### config.mk
export PLATFORM = sky130hd
export DESIGN_NAME = hmc_tx_flit_deframer_flat
export DESIGN_NICKNAME = d
export VERILOG_FILES = /design/src/rtl/hmc_agent_pkg.sv /design/src/rtl/hmc_tx_flit_deframer_if.sv /design/src/rtl/hmc_word_to_flit_slicer.sv /design/src/rtl/hmc_tx_flit_deframer.sv /design/src/flat_wrapper.sv
export SDC_FILE = /design/constraint.sdc
export NUM_CORES = 1
export LEC_CHECK = 0
export CAP_MARGIN = 20
export CORE_AREA = 2 2 324 326
export DETAILED_ROUTE_END_ITERATION = 12
export DIE_AREA = 0 0 326 328
export SYNTH_ARGS = -nofsm -noshare
export SYNTH_HDL_FRONTEND = slang
export SYNTH_HIERARCHICAL = 1
export SYNTH_SLANG_ARGS = --single-unit
### constraint.sdc
create_clock -name clk -period 4.3 [get_ports clk]
set_input_delay 0.86 -clock clk [delete_from_list [all_inputs] [get_ports clk]]
set_output_delay 0.86 -clock clk [all_outputs]
set_load 0.005 [all_outputs]
### src/rtl/hmc_agent_pkg.sv
// Shared constants, types and header helpers for the HMC TX flit deframer.
package hmc_agent_pkg;

   localparam int FPW       = 4;
   localparam int FLIT_SIZE = 128;
   localparam int DWIDTH    = FPW * FLIT_SIZE;
   localparam int MAX_LNG   = 9;
   localparam int IDX_W     = $clog2(FPW);

   typedef logic [FLIT_SIZE-1:0] flit_t;
   typedef logic [DWIDTH-1:0]    word_t;

   typedef enum logic {HUNT, PKT} deframe_state_e;

   function automatic logic [3:0] get_lng(input flit_t f);
      return f[10:7];
   endfunction

   function automatic logic lng_legal(input logic [3:0] lng);
      return (lng != 4'd0) && (lng <= 4'(MAX_LNG));
   endfunction

endpackage

### src/rtl/hmc_tx_flit_deframer_if.sv
// Word-in / flit-out stream bundle; master is the link/consumer side, slave is the deframer.
interface hmc_tx_flit_deframer_if;
   import hmc_agent_pkg::*;

   word_t in_data;
   logic  in_valid;
   logic  in_ready;
   flit_t out_flit;
   logic  out_valid;
   logic  out_ready;
   logic  out_sop;
   logic  out_eop;

   modport master (
      output in_data, in_valid, out_ready,
      input  in_ready, out_flit, out_valid, out_sop, out_eop
   );

   modport slave (
      input  in_data, in_valid, out_ready,
      output in_ready, out_flit, out_valid, out_sop, out_eop
   );

endinterface

### src/rtl/hmc_word_to_flit_slicer.sv
// One-word buffer that presents its flits one slot at a time, flit 0 first.
module hmc_word_to_flit_slicer
   import hmc_agent_pkg::*;
(
   input  logic  clk,
   input  logic  rst,
   input  word_t word_data,
   input  logic  word_valid,
   output logic  word_ready,
   output flit_t flit_data,
   output logic  flit_valid,
   input  logic  flit_ready
);

   word_t            word_q;
   logic             full_q;
   logic [IDX_W-1:0] idx_q;
   flit_t            slots [FPW];
   logic             last_slot;
   logic             retire;
   logic             load;

   always_comb begin
      for (int k = 0; k < FPW; k++) begin
         slots[k] = word_q[k*FLIT_SIZE +: FLIT_SIZE];
      end
   end

   assign last_slot  = (idx_q == IDX_W'(FPW-1));
   assign retire     = full_q & flit_ready;
   // Refill in the same cycle the final slot leaves, so words stream without a bubble.
   assign word_ready = !rst && (!full_q || (retire && last_slot));
   assign load       = word_valid & word_ready;
   assign flit_data  = slots[idx_q];
   assign flit_valid = full_q;

   always_ff @(posedge clk) begin
      if (rst) begin
         word_q <= '0;
         full_q <= 1'b0;
         idx_q  <= '0;
      end else if (load) begin
         word_q <= word_data;
         full_q <= 1'b1;
         idx_q  <= '0;
      end else if (retire) begin
         if (last_slot) begin
            full_q <= 1'b0;
            idx_q  <= '0;
         end else begin
            idx_q <= idx_q + IDX_W'(1);
         end
      end
   end

endmodule

### src/rtl/hmc_tx_flit_deframer.sv
// Re-frames link TX words into a flit stream with sop/eop from the header LNG field.
//   state | meaning
//   HUNT  | looking for a header; zero flits are dropped
//   PKT   | inside a packet; rem flits still to go, every slot is payload
module hmc_tx_flit_deframer
   import hmc_agent_pkg::*;
(
   input  logic                  clk,
   input  logic                  rst,
   hmc_tx_flit_deframer_if.slave bus,
   output logic                  lng_err,
   output logic [15:0]           pkt_cnt
);

   flit_t          slot;
   logic           slot_valid;
   logic           slot_ready;
   logic           word_ready;
   deframe_state_e state_q, state_d;
   logic [3:0]     rem_q, rem_d;
   logic [15:0]    cnt_d;
   logic           err_seen_q, err_seen_d;
   logic           valid_c, sop_c, eop_c, err_c;
   logic [3:0]     lng;

   hmc_word_to_flit_slicer u_slicer (
      .clk        (clk),
      .rst        (rst),
      .word_data  (bus.in_data),
      .word_valid (bus.in_valid),
      .word_ready (word_ready),
      .flit_data  (slot),
      .flit_valid (slot_valid),
      .flit_ready (slot_ready)
   );

   assign bus.in_ready  = word_ready;
   assign bus.out_valid = valid_c;
   assign bus.out_sop   = sop_c;
   assign bus.out_eop   = eop_c;
   assign bus.out_flit  = valid_c ? slot : '0;
   assign lng_err       = err_c;

   always_ff @(posedge clk) begin
      if (rst) begin
         state_q    <= HUNT;
         rem_q      <= '0;
         pkt_cnt    <= '0;
         err_seen_q <= 1'b0;
      end else begin
         state_q    <= state_d;
         rem_q      <= rem_d;
         pkt_cnt    <= cnt_d;
         err_seen_q <= err_seen_d;
      end
   end

   always_comb begin
      state_d    = state_q;
      rem_d      = rem_q;
      cnt_d      = pkt_cnt;
      err_seen_d = err_seen_q;
      valid_c    = 1'b0;
      sop_c      = 1'b0;
      eop_c      = 1'b0;
      err_c      = 1'b0;
      slot_ready = 1'b0;
      lng        = get_lng(slot);

      case (state_q)
         HUNT: begin
            if (slot_valid) begin
               if (slot == '0) begin
                  slot_ready = 1'b1;
               end else begin
                  valid_c    = 1'b1;
                  sop_c      = 1'b1;
                  slot_ready = bus.out_ready;
                  if (!lng_legal(lng)) begin
                     eop_c = 1'b1;
                     // err_seen_q keeps a stalled bad header from pulsing more than once.
                     err_c = !err_seen_q;
                  end else if (lng == 4'd1) begin
                     eop_c = 1'b1;
                  end else if (bus.out_ready) begin
                     rem_d   = lng - 4'd1;
                     state_d = PKT;
                  end
               end
            end
         end
         PKT: begin
            if (slot_valid) begin
               valid_c    = 1'b1;
               eop_c      = (rem_q == 4'd1);
               slot_ready = bus.out_ready;
               if (bus.out_ready) begin
                  rem_d = rem_q - 4'd1;
                  if (rem_q == 4'd1) state_d = HUNT;
               end
            end
         end
         default: state_d = HUNT;
      endcase

      if (valid_c && bus.out_ready) begin
         err_seen_d = 1'b0;
         if (eop_c) cnt_d = pkt_cnt + 16'd1;
      end else if (err_c) begin
         err_seen_d = 1'b1;
      end
   end

endmodule

### src/flat_wrapper.sv
// flat-port wrapper written by rule: the top's interface ports become plain ports
module hmc_tx_flit_deframer_flat import hmc_agent_pkg::*;
  (clk, rst, lng_err, pkt_cnt, bus_in_data, bus_in_valid, bus_out_ready, bus_in_ready, bus_out_flit, bus_out_valid, bus_out_sop, bus_out_eop);
  hmc_tx_flit_deframer_if bus_i ();
  input  logic clk;
  input  logic rst;
  output logic lng_err;
  output logic [15:0] pkt_cnt;
  input wire logic [$bits(bus_i.in_data)-1:0] bus_in_data;
  input wire logic [$bits(bus_i.in_valid)-1:0] bus_in_valid;
  input wire logic [$bits(bus_i.out_ready)-1:0] bus_out_ready;
  output wire logic [$bits(bus_i.in_ready)-1:0] bus_in_ready;
  output wire logic [$bits(bus_i.out_flit)-1:0] bus_out_flit;
  output wire logic [$bits(bus_i.out_valid)-1:0] bus_out_valid;
  output wire logic [$bits(bus_i.out_sop)-1:0] bus_out_sop;
  output wire logic [$bits(bus_i.out_eop)-1:0] bus_out_eop;
  assign bus_i.in_data = bus_in_data;
  assign bus_i.in_valid = bus_in_valid;
  assign bus_i.out_ready = bus_out_ready;
  assign bus_in_ready = bus_i.in_ready;
  assign bus_out_flit = bus_i.out_flit;
  assign bus_out_valid = bus_i.out_valid;
  assign bus_out_sop = bus_i.out_sop;
  assign bus_out_eop = bus_i.out_eop;
  hmc_tx_flit_deframer u_core (.clk(clk), .rst(rst), .bus(bus_i), .lng_err(lng_err), .pkt_cnt(pkt_cnt));
endmodule
==> flow_summary_export.csv, run 1 <==
group,metric,value,unit
setup_path,crit_end,"bus_out_flit[96]",
yosys,synth_top_area_share,41.9,%
setup_path,cp_slowest_cell,"mux4_2",
yosys,yosysSeqAreaShare,41.9,%
routing,via_per_inst,4.42,
routing,ant_nets,0,
die,die-area,107000,sq um
job,max_cap_violations,0,
timing,fin_crit_sh,121,%
timing,fmax,192,MHz
timing,hold_viol,0,
yosys,yosysWarningCount,6,
routing,drt_iter0_drc,1053,
setup_path,crit_chain,"buf_12 > buf_12 > mux4_2 > nor4_1 > buf_4 > nand4_1 > buf_4 > nor4_4 > buf_4 > nand4_4 > buf_12 > and3_1 > clkdlybuf4s50_1",
yosys,syn_nets,2713,
yosys,async_flop_share,0,%
setup_path,timing.rr.end,"u_core/u_slicer/word_q[241]",
timing,slew_viol_final,0,
die,floorplan.die.height,328,microns
timing,worstMarginPinSlew,1230,ps
global_route,grtUsageTotal,16.7,%
cells_and_area,areaGrowthSynthToFinish,47.3,%
clock_network,cts_hold_buf,0,
global_route,grt_start_max_net_pins,211,
setup_path,startpoint,"u_core/u_slicer/idx_q[0]",
timing,period_minus_slack,5200,ps
cells_and_area,drive_gt1_share,33.7,%
global_route,grt_overflow_total,0,
routing,drt_drc_violations_left,0,
place,dp_hpwl,67900,microns
yosys,synth_area,25600,sq um
yosys,syn_inst,2191,
setup_path,rr_worst_depth,18,
clock_network,cts_tree,"built",
setup_path,cp-start-kind,"flip-flop",
power,p_per_area,354,nW/um^2
clock_network,numCtsBuffers,68,
clock_network,cts_htree_levels,3,
timing,relSlewSlack,18.3,%
clock_network,path_clk_slew,60,ps
yosys,yosysTopAreaCell,"dfxtp_1",
place,dp_slack,-807,ps
setup_path,worstSetupPathType,"flip-flop to primary output",
cells_and_area,layout_common_cells,"clkdlybuf4s50_1 (624), dfxtp_1 (534), nor2b_1 (517)",
setup_path,path_max_fanout,66,
run_status,outcome,"finished with violations",
clock_network,cts_buffer_depth,3,
timing,fin_skew,28.7,ps
setup_path,rrSetupSlack,-370,ps
setup_path,cpPeakStageDelay,540,ps
global_route,antenna_found_initial,33,
timing,timing.final.ws_setup,-897,ps
place,gp_congestion,0.834,
clock_network,root_buffer,"clkbuf_16",
run_status,violations,"setup timing",
die,die_x,326,microns
power,fin_total_pwr,13400,uW
yosys,synth_edf_count,0,
cells_and_area,final_common_cell,"clkdlybuf4s50_1",
hold_path,hold_path_class,"flip-flop to flip-flop",
setup_path,r2r-start,"u_core/u_slicer/idx_q[0]",
yosys,synthDistinctLibCells,59,
die,start_util,24.8,%
power,total_leakage_power,0.0150,uW
routing,routed_wl,92600,microns
global_route,grt_pass1_wl,133000,microns
setup_path,cp-end-kind,"primary output",
cells_and_area,final_nets,3486,
routing,vias,19532,
yosys,avgSynthCellArea,11.7,sq um
clock_network,clock_sinks,537,
timing,setup_violations,644,
power,vdd_drop_max,0.000275,V
timing,grt_setup_unrepaired,"yes",
setup_path,worstPathArrival,4340,ps
routing,post_drt_wl_per_cell,20.9,microns
yosys,synth_area_leaders,"dfxtp_1 (42%), mux2_2 (21%), nor2b_1 (13%)",
clock_network,clock_latency,630,ps
global_route,grt_pass1_vias,20161,
yosys,synth_flop_cell,"dfxtp_1",
die,core-area,103000,sq um
die,rows,118,
place,io_buffers,664,
routing,firstDrtPassIters,5,
die,io_pins,665,
yosys,ys_ff_latch,537,
setup_path,cp_data_required_time,3440,ps
## cell usage after synthesis, drive strengths merged, types with 2 or more instances
| cell | instances |
|---|---|
| and3 | 131 |
| nand2 | 17 |
| clkbuf | 92 |
| a21oi | 16 |
| mux4 | 128 |
| and2 | 2 |
| xnor2 | 2 |
| a21boi | 2 |
| nand3 | 9 |
| nor2b | 517 |
| nor2 | 20 |
| dfxtp | 537 |
| or4 | 10 |
| and4 | 4 |
| o31ai | 11 |
| a221oi | 2 |
| a211oi | 2 |
| nor3b | 4 |
| nand4 | 9 |
| a31oi | 2 |
| nand2b | 2 |
| inv | 10 |
| nor4 | 33 |
| ha | 6 |
| buf | 86 |
| mux2 | 514 |
| nor3 | 5 |
| o21ai | 3 |
## worst min-delay path by stage
stage                                  from                 to  cells past startpoint
final                     u_core/err_seen_q  u_core/err_seen_q                      2
after global routing      u_core/err_seen_q  u_core/err_seen_q                      2
after CTS                 u_core/err_seen_q  u_core/err_seen_q                      2
after detailed placement  u_core/err_seen_q  u_core/err_seen_q                      2
after global placement    u_core/err_seen_q  u_core/err_seen_q                      2
after floorplan           u_core/err_seen_q  u_core/err_seen_q                      2
## logic make-up (layout without fill, tap and decap cells)
family / Yosys count / count (layout) / share of synthesized area [%]
muxes: 643 / 643 / 33.9
AOI/OAI and AO/OA: 49 / 49 / 1.43
adders and majority gates: 6 / 6 / 0.293
buffers and inverters: 188 / 1009 / 3.74
and+or+nand+nor: 765 / 765 / 18.6
DFF: 537 / 537 / 41.9
xor gates and xnor gates: 3 / 3 / 0.103
other: 0 / 27 / 0
## worst max-delay path: cells and delay by family, from the launching register on
family / cells / cell delay [ps]
multiplexers: 1 / 540
flip-flops: 1 / 410
AND/OR/NAND/NOR: 5 / 1130
buffers and inverters: 7 / 1570
## sequential cells by signal, indices dropped and copies added, names as in the netlist
name / flops
u_core/u_slicer/word_q: 512
u_core/err_seen_q: 1
u_core/state_q: 1
u_core/u_slicer/flit_valid: 1
u_core/rem_q: 4
u_core/pkt_cnt: 16
u_core/u_slicer/idx_q: 2
## per-layer routing
metal / global-route usage [%] / routed length [microns] / up-vias
li1: - / - / 9377
met2: 27.4 / 44800 / 562
met3: 4.89 / 6190 / 152
met4: 7.73 / 3060 / 16
met5: 0 / 104 / -
met1: 20.0 / 38400 / 9425
## through the flow
| step | instances | TNS [ps] | hold slack, ps | utilization, % | area (sq um) |
|---|---|---|---|---|---|
| final | 4419 | -232870 | 471 | 36.6 | 37700 |
| after global routing | 4415 | -386460 | 482 | 36.6 | 37700 |
| after CTS | 4392 | -308960 | 468 | 36.6 | 37800 |
| after detailed placement | 4238 | -447440 | 460 | 33.7 | 34800 |
| after global placement | 4238 | -453890 | 448 | 33.7 | 34800 |
| after floorplan | 2191 | 0 | 443 | - | 25600 |
## final cells by class
cell class	instances	area, sq um
sequential	537	10800
antenna	27	67.6
inverter	10	37.5
clock inverter	22	259
timing repair buffer	881	8740
tap	1380	1730
multi-input combinational	1466	14100
clock buffer	96	2010
fill	10109	65500
## timing repair
action,CTS,global route
setup buffers,30,0
setup endpoints to repair,646,646
cloned,6,0
resized for setup,137,41
pin swaps,13,0
## report_power, final
part           internal [uW]  switching [uW]  total, uW
Clock                   3500            2330       5830
Combinational           1290             725       2020
Sequential              5330             189       5520
Total                  10100            3250      13400
Power figures use the tool's default switching activity.
==> run 2: changes to the inputs <==
--- a/config.mk
+++ b/config.mk
@@ -7,6 +7,7 @@
 export LEC_CHECK = 0
 export CAP_MARGIN = 20
 export CORE_AREA = 2 2 324 326
+export CTS_CLUSTER_DIAMETER = 80
 export DETAILED_ROUTE_END_ITERATION = 12
 export DIE_AREA = 0 0 326 328
 export SYNTH_ARGS = -nofsm -noshare
==> flow_summary_export.csv, run 2 (same netlist as run 1, synthesis figures left out) <==
group,metric,value,unit
setup_path,cp_slowest_cell,"mux4_2",
timing,period_minus_slack,5230,ps
setup_path,cp-end-kind,"primary output",
cells_and_area,areaGrowthSynthToFinish,48.7,%
cells_and_area,reg_top3,"u_core/u_slicer/word_q: 512 flops, u_core/pkt_cnt: 16 flops, u_core/rem_q: 4 flops",
global_route,grt_pass1_vias,20118,
global_route,grt_start_max_net_pins,211,
setup_path,crit_chain,"buf_12 > buf_12 > buf_16 > mux4_2 > nor4_4 > nand4_1 > nor4_4 > buf_4 > nand4_4 > buf_4 > buf_16 > and3_1 > clkdlybuf4s50_1",
cells_and_area,final_common_cell,"clkdlybuf4s50_1",
die,start_util,24.8,%
die,floorplan.die.height,328,microns
timing,relSlewSlack,19.5,%
clock_network,root_buffer,"clkbuf_16",
cells_and_area,instances_no_fill,4425,
timing,slew_viol_final,0,
cells_and_area,final_area,38100,sq um
routing,post_drt_wl_per_cell,20.9,microns
cells_and_area,layout_common_cells,"clkdlybuf4s50_1 (611), dfxtp_1 (534), nor2b_1 (517)",
power,vdd_drop_max,0.000217,V
clock_network,clock_sinks,537,
clock_network,clock_latency,620,ps
cells_and_area,fillers,10056,
timing,worstMarginPinSlew,1210,ps
routing,firstDrtPassIters,7,
setup_path,cp_data_required_time,3440,ps
routing,vias,19593,
place,gp_congestion,0.834,
clock_network,cts_tree,"built",
setup_path,path_max_fanout,33,
timing,hold_viol,0,
timing,grt_setup_unrepaired,"yes",
place,io_buffers,664,
place,dp_hpwl,67900,microns
setup_path,cpPeakStageDelay,550,ps
run_status,outcome,"finished with violations",
clock_network,cts_buffer_depth,3,
die,io_pins,665,
routing,ant_nets,0,
routing,routed_wl,92300,microns
die,rows,118,
timing,fin_crit_sh,122,%
timing,setup_violations,641,
cells_and_area,multiInputGateArea,14300,sq um
setup_path,cp-start-kind,"flip-flop",
place,dpl_cell_area,34800,sq um
setup_path,worstSetupPathType,"flip-flop to primary output",
hold_path,hold_path_class,"flip-flop to flip-flop",
die,die_x,326,microns
timing,final.setup.tns,-208410,ps
clock_network,cts_hold_buf,0,
job,max_cap_violations,0,
global_route,grtUsageTotal,16.5,%
clock_network,cts_htree_levels,3,
routing,via_per_inst,4.43,
clock_network,numCtsBuffers,72,
die,die-area,107000,sq um
cells_and_area,final_nets,3491,
timing,fin_hold_ws,470,ps
cells_and_area,drive_gt1_share,33.8,%
timing,timing.final.ws_setup,-931,ps
timing,fin_skew,28.8,ps
die,core-area,103000,sq um
timing,fmax,191,MHz
cells_and_area,largest_register,"u_core/u_slicer/word_q",
global_route,grt_overflow_total,0,
cells_and_area,seq_area,10800,sq um
setup_path,worstPathArrival,4370,ps
global_route,grt_pass1_wl,132000,microns
global_route,antenna_found_initial,31,
cells_and_area,final_core_util,36.9,%
clock_network,path_clk_slew,50,ps
place,place_inst,4238,
power,p_per_area,354,nW/um^2
routing,drt_iter0_drc,927,
power,total_leakage_power,0.0154,uW
cells_and_area,largest_reg_flops,512,
routing,drt_drc_violations_left,0,
run_status,violations,"setup timing",
run 2: worst max-delay path, delay by kind of cell (launching register included):
| family | cells | cell delay, ps |
|---|---|---|
| multiplexers | 1 | 550 |
| buffers and inverters | 7 | 1410 |
| flip-flops | 1 | 410 |
| AND/OR/NAND/NOR | 5 | 1310 |
run 2: path summary, 6_finish.rpt:
kind,from,endpoint,slack (ps),depth (start not counted)
min,u_core/err_seen_q,u_core/err_seen_q,470,2
max reg2reg,u_core/u_slicer/idx_q[0],u_core/u_slicer/word_q[231],-290,17
min reg2reg,u_core/err_seen_q,u_core/err_seen_q,470,2
max,u_core/u_slicer/idx_q[0],bus_out_flit[56],-930,13
run 2: power breakdown:
part	internal (uW)	total [uW]	switching, uW	leakage, uW
Clock	3580	5940	2360	0.00116
Sequential	5330	5520	188	0.00442
Combinational	1310	2030	728	0.00982
Total	10200	13500	3280	0.0154
run 2: layout make-up:
type                       count  area share, %
multi-input combinational   1466           37.5
sequential                   537           28.2
timing repair buffer         882           23.3
clock buffer                 100           5.49
tap                         1380           4.53
clock inverter                26          0.660
antenna                       24          0.158
inverter                      10         0.0985
run 2: repair_timing:
action                                  CTS  global route
buffers inserted                         25             7
endpoints found under the setup margin  646           645
gates cloned                              5             1
pin swaps                                 5             6
resized for setup                        99            54
run 2: routing by layer:
layer	track usage [%]	wire length, microns
met2	27.4	44800
met3	4.76	6110
met1	20.0	38500
met5	0	103
met4	7.13	2770
run 2: metrics by stage:
stage          total power [uW]  setup WS (ps)
4_1_cts                   13700          -1020
3_3_place_gp               7580           -847
3_5_place_dp               7590           -807
2_1_floorplan              6510           61.5
5_1_grt                   14100          -1120
6_report                  13500           -931
==> run 3: changes to the inputs <==
--- a/config.mk
+++ b/config.mk
@@ -6,11 +6,11 @@
 export NUM_CORES = 1
 export LEC_CHECK = 0
 export CAP_MARGIN = 20
-export CORE_AREA = 2 2 324 326
+export CORE_AREA = 2 2 255 257
 export CTS_CLUSTER_DIAMETER = 80
 export DETAILED_ROUTE_END_ITERATION = 12
-export DIE_AREA = 0 0 326 328
+export DIE_AREA = 0 0 257 259
+export PLACE_DENSITY = 0.67
 export SYNTH_ARGS = -nofsm -noshare
 export SYNTH_HDL_FRONTEND = slang
-export SYNTH_HIERARCHICAL = 1
 export SYNTH_SLANG_ARGS = --single-unit
==> flow_summary_export.csv, run 3 <==
group,metric,value,unit
run_status,outcome,"finished with violations",
run_status,violations,"setup timing",
cells_and_area,layout_common_cells,"nand2_1 (1,028), clkdlybuf4s50_1 (635), dfxtp_1 (534)",
die,core-area,63900,sq um
setup_path,cp_data_required_time,3440,ps
yosys,synthDistinctLibCells,49,
die,die_x,257,microns
timing,fin_skew,27.2,ps
cells_and_area,largest_reg_flops,512,
timing,grt_setup_unrepaired,"yes",
routing,drt_drc_violations_left,0,
timing,fmax,189,MHz
routing,vias,22469,
routing,drt_iter0_drc,1859,
cells_and_area,areaGrowthSynthToFinish,47.8,%
setup_path,cp-end-kind,"primary output",
routing,firstDrtPassIters,5,
place,dpl_cell_area,31800,sq um
cells_and_area,final_common_cell,"nand2_1",
power,total_leakage_power,0.0132,uW
timing,fin_hold_ws,447,ps
yosys,avgSynthCellArea,8.47,sq um
yosys,yosys-top-cells-count,"nand2_1 (1,029), dfxtp_1 (537), o21ai_1 (282), o21ai_0 (220), and3_1 (132)",
die,die-area,66600,sq um
cells_and_area,largest_register,"u_core.u_slicer.word_q",
global_route,grt_overflow_total,0,
timing,fin_crit_sh,123,%
timing,setup_violations,193,
setup_path,cp-start-kind,"flip-flop",
timing,slew_viol_final,0,
global_route,grt_pass1_wl,137000,microns
power,p_per_area,375,nW/um^2
place,gp_congestion,0.902,
place,dp_slack,-838,ps
clock_network,clock_sinks,537,
setup_path,worstPathArrival,4440,ps
job,max_cap_violations,0,
die,io_pins,665,
yosys,synth_top_area_share,46.0,%
routing,post_drt_wl_per_cell,21.8,microns
power,fin_total_pwr,12900,uW
global_route,grt_start_max_net_pins,194,
place,io_buffers,664,
clock_network,path_clk_slew,60,ps
yosys,yosysWarningCount,0,
timing,relSlewSlack,33.8,%
yosys,yosys.cell_count.top_type,"nand2_1",
hold_path,hold_start,"u_core.u_slicer.word_q[25]",
routing,routed_wl,95100,microns
cells_and_area,final_nets,3970,
power,vdd_drop_max,0.000270,V
setup_path,path_max_fanout,47,
clock_network,cts_htree_levels,2,
yosys,synth_edf_count,0,
timing,timing.final.ws_setup,-1000,ps
clock_network,root_buffer,"clkbuf_16",
cells_and_area,final_area,34500,sq um
yosys,syn_inst,2757,
yosys,synth_area,23400,sq um
global_route,grtUsageTotal,27.4,%
die,floorplan.die.height,259,microns
setup_path,startpoint,"u_core.u_slicer.idx_q[0]",
die,rows,93,
timing,period_minus_slack,5300,ps
global_route,antenna_found_initial,27,
clock_network,numCtsBuffers,57,
setup_path,r2r-start,"u_core.u_slicer.idx_q[0]",
yosys,async_flop_share,0,%
yosys,syn_nets,3280,
routing,via_per_inst,5.15,
routing,ant_nets,0,
timing,hold_viol,0,
cells_and_area,reg_top3,"u_core.u_slicer.word_q: 512 flops, u_core.pkt_cnt: 16 flops, u_core.rem_q: 4 flops",
cells_and_area,instances_no_fill,4360,
yosys,synth_area_leaders,"dfxtp_1 (46%), nand2_1 (17%), mux4_2 (12%)",
global_route,grt_pass1_vias,21528,
yosys,yosysSeqAreaShare,46.0,%
place,place_inst,4221,
clock_network,cts_buffer_depth,3,
yosys,synth_flop_cell,"dfxtp_1",
die,start_util,36.6,%
cells_and_area,drive_gt1_share,14.8,%
yosys,yosysTopAreaCell,"dfxtp_1",
place,dp_hpwl,72600,microns
setup_path,worstSetupPathType,"flip-flop to primary output",
hold_path,hold_path_class,"flip-flop to flip-flop",
clock_network,cts_tree,"built",
yosys,ys_ff_latch,537,
timing,worstMarginPinSlew,992,ps
clock_network,clock_latency,610,ps
[run 3: changes by cell type after synthesis, moves of 10 or more]
cell,change
clkbuf_1,+38
mux2_2,-484
o21ai_1,+281
mux2_1,-28
o21ai_2,+20
clkbuf_2,+21
buf_2,+19
nand2_2,+10
nand2_1,+1012
nor2b_1,-515
buf_4,-43
buf_6,+22
o21ai_0,+218
[run 3: kinds of logic (layout without fill, tap and decap cells)]
group / count (synthesis) / count (layout) / share of synthesized area, %
AOI/OAI and AO/OA: 568 / 568 / 12.9
xor gates and xnor gates: 3 / 3 / 0.112
adders and majority gates: 7 / 7 / 0.375
buffers and inverters: 246 / 983 / 5.31
DFF: 537 / 537 / 46.0
muxes: 134 / 134 / 12.6
other: 0 / 11 / 0
and+or+nand+nor: 1262 / 1262 / 22.7
[run 3: through the flow]
step	utilization [%]	setup TNS, ps
after floorplan	-	0
after global placement	49.8	-148230
after detailed placement	49.8	-167570
after CTS	53.5	-123460
after global routing	54.0	-168380
final	54.1	-119070
[run 3: worst paths after layout]
check / to / slack [ps] / cells past startpoint
hold / removal: u_core.u_slicer.word_q[25] / 450 / 2
hold reg to reg: u_core.u_slicer.word_q[25] / 450 / 2
setup / recovery: bus_out_flit[108] / -1000 / 12
setup reg to reg: u_core.u_slicer.word_q[112] / -100 / 17
[run 3: timing repair]
action,CTS,global route
gates cloned,2,3
hold endpoints to repair,0,0
setup buffers,4,13
resized for setup,86,41
hold buffers,0,0
pin swaps,7,2
endpoints found under the setup margin,647,315
[run 3: worst max-delay path, stage by stage (launching register included)]
cell	delay [ps]
dfxtp_4	400
buf_12	190
buf_4	230
mux4_2	550
nor4_1	360
buf_4	170
nand4_1	130
or4_4	480
nor2_4	200
nand2_8	140
buf_12	250
and3_1	240
clkdlybuf4s50_1	450
[run 3: power by group]
group	switching (uW)	internal (uW)
registers	210	5310
clock network	2130	3210
logic	961	1110
[run 3: cell type report]
class / count / area, sq um
clock inverters: 26 / 355
fillers: 5735 / 29300
repair buffers: 867 / 8860
flip-flops and latches: 537 / 10800
clock buffers: 80 / 1680
multi-input cells: 1974 / 11700
inverters: 10 / 45.0
diodes: 11 / 27.5
well taps: 855 / 1070
[run 3: routing by layer]
| layer | share of wire, % | GRT usage (%) | up-vias |
|---|---|---|---|
| met5 | 0.11 | 0 | - |
| met4 | 3.6 | 9.72 | 18 |
| met3 | 7.9 | 6.16 | 185 |
| met2 | 47 | 45.2 | 912 |
| met1 | 41 | 35.4 | 10544 |
| li1 | - | - | 10810 |
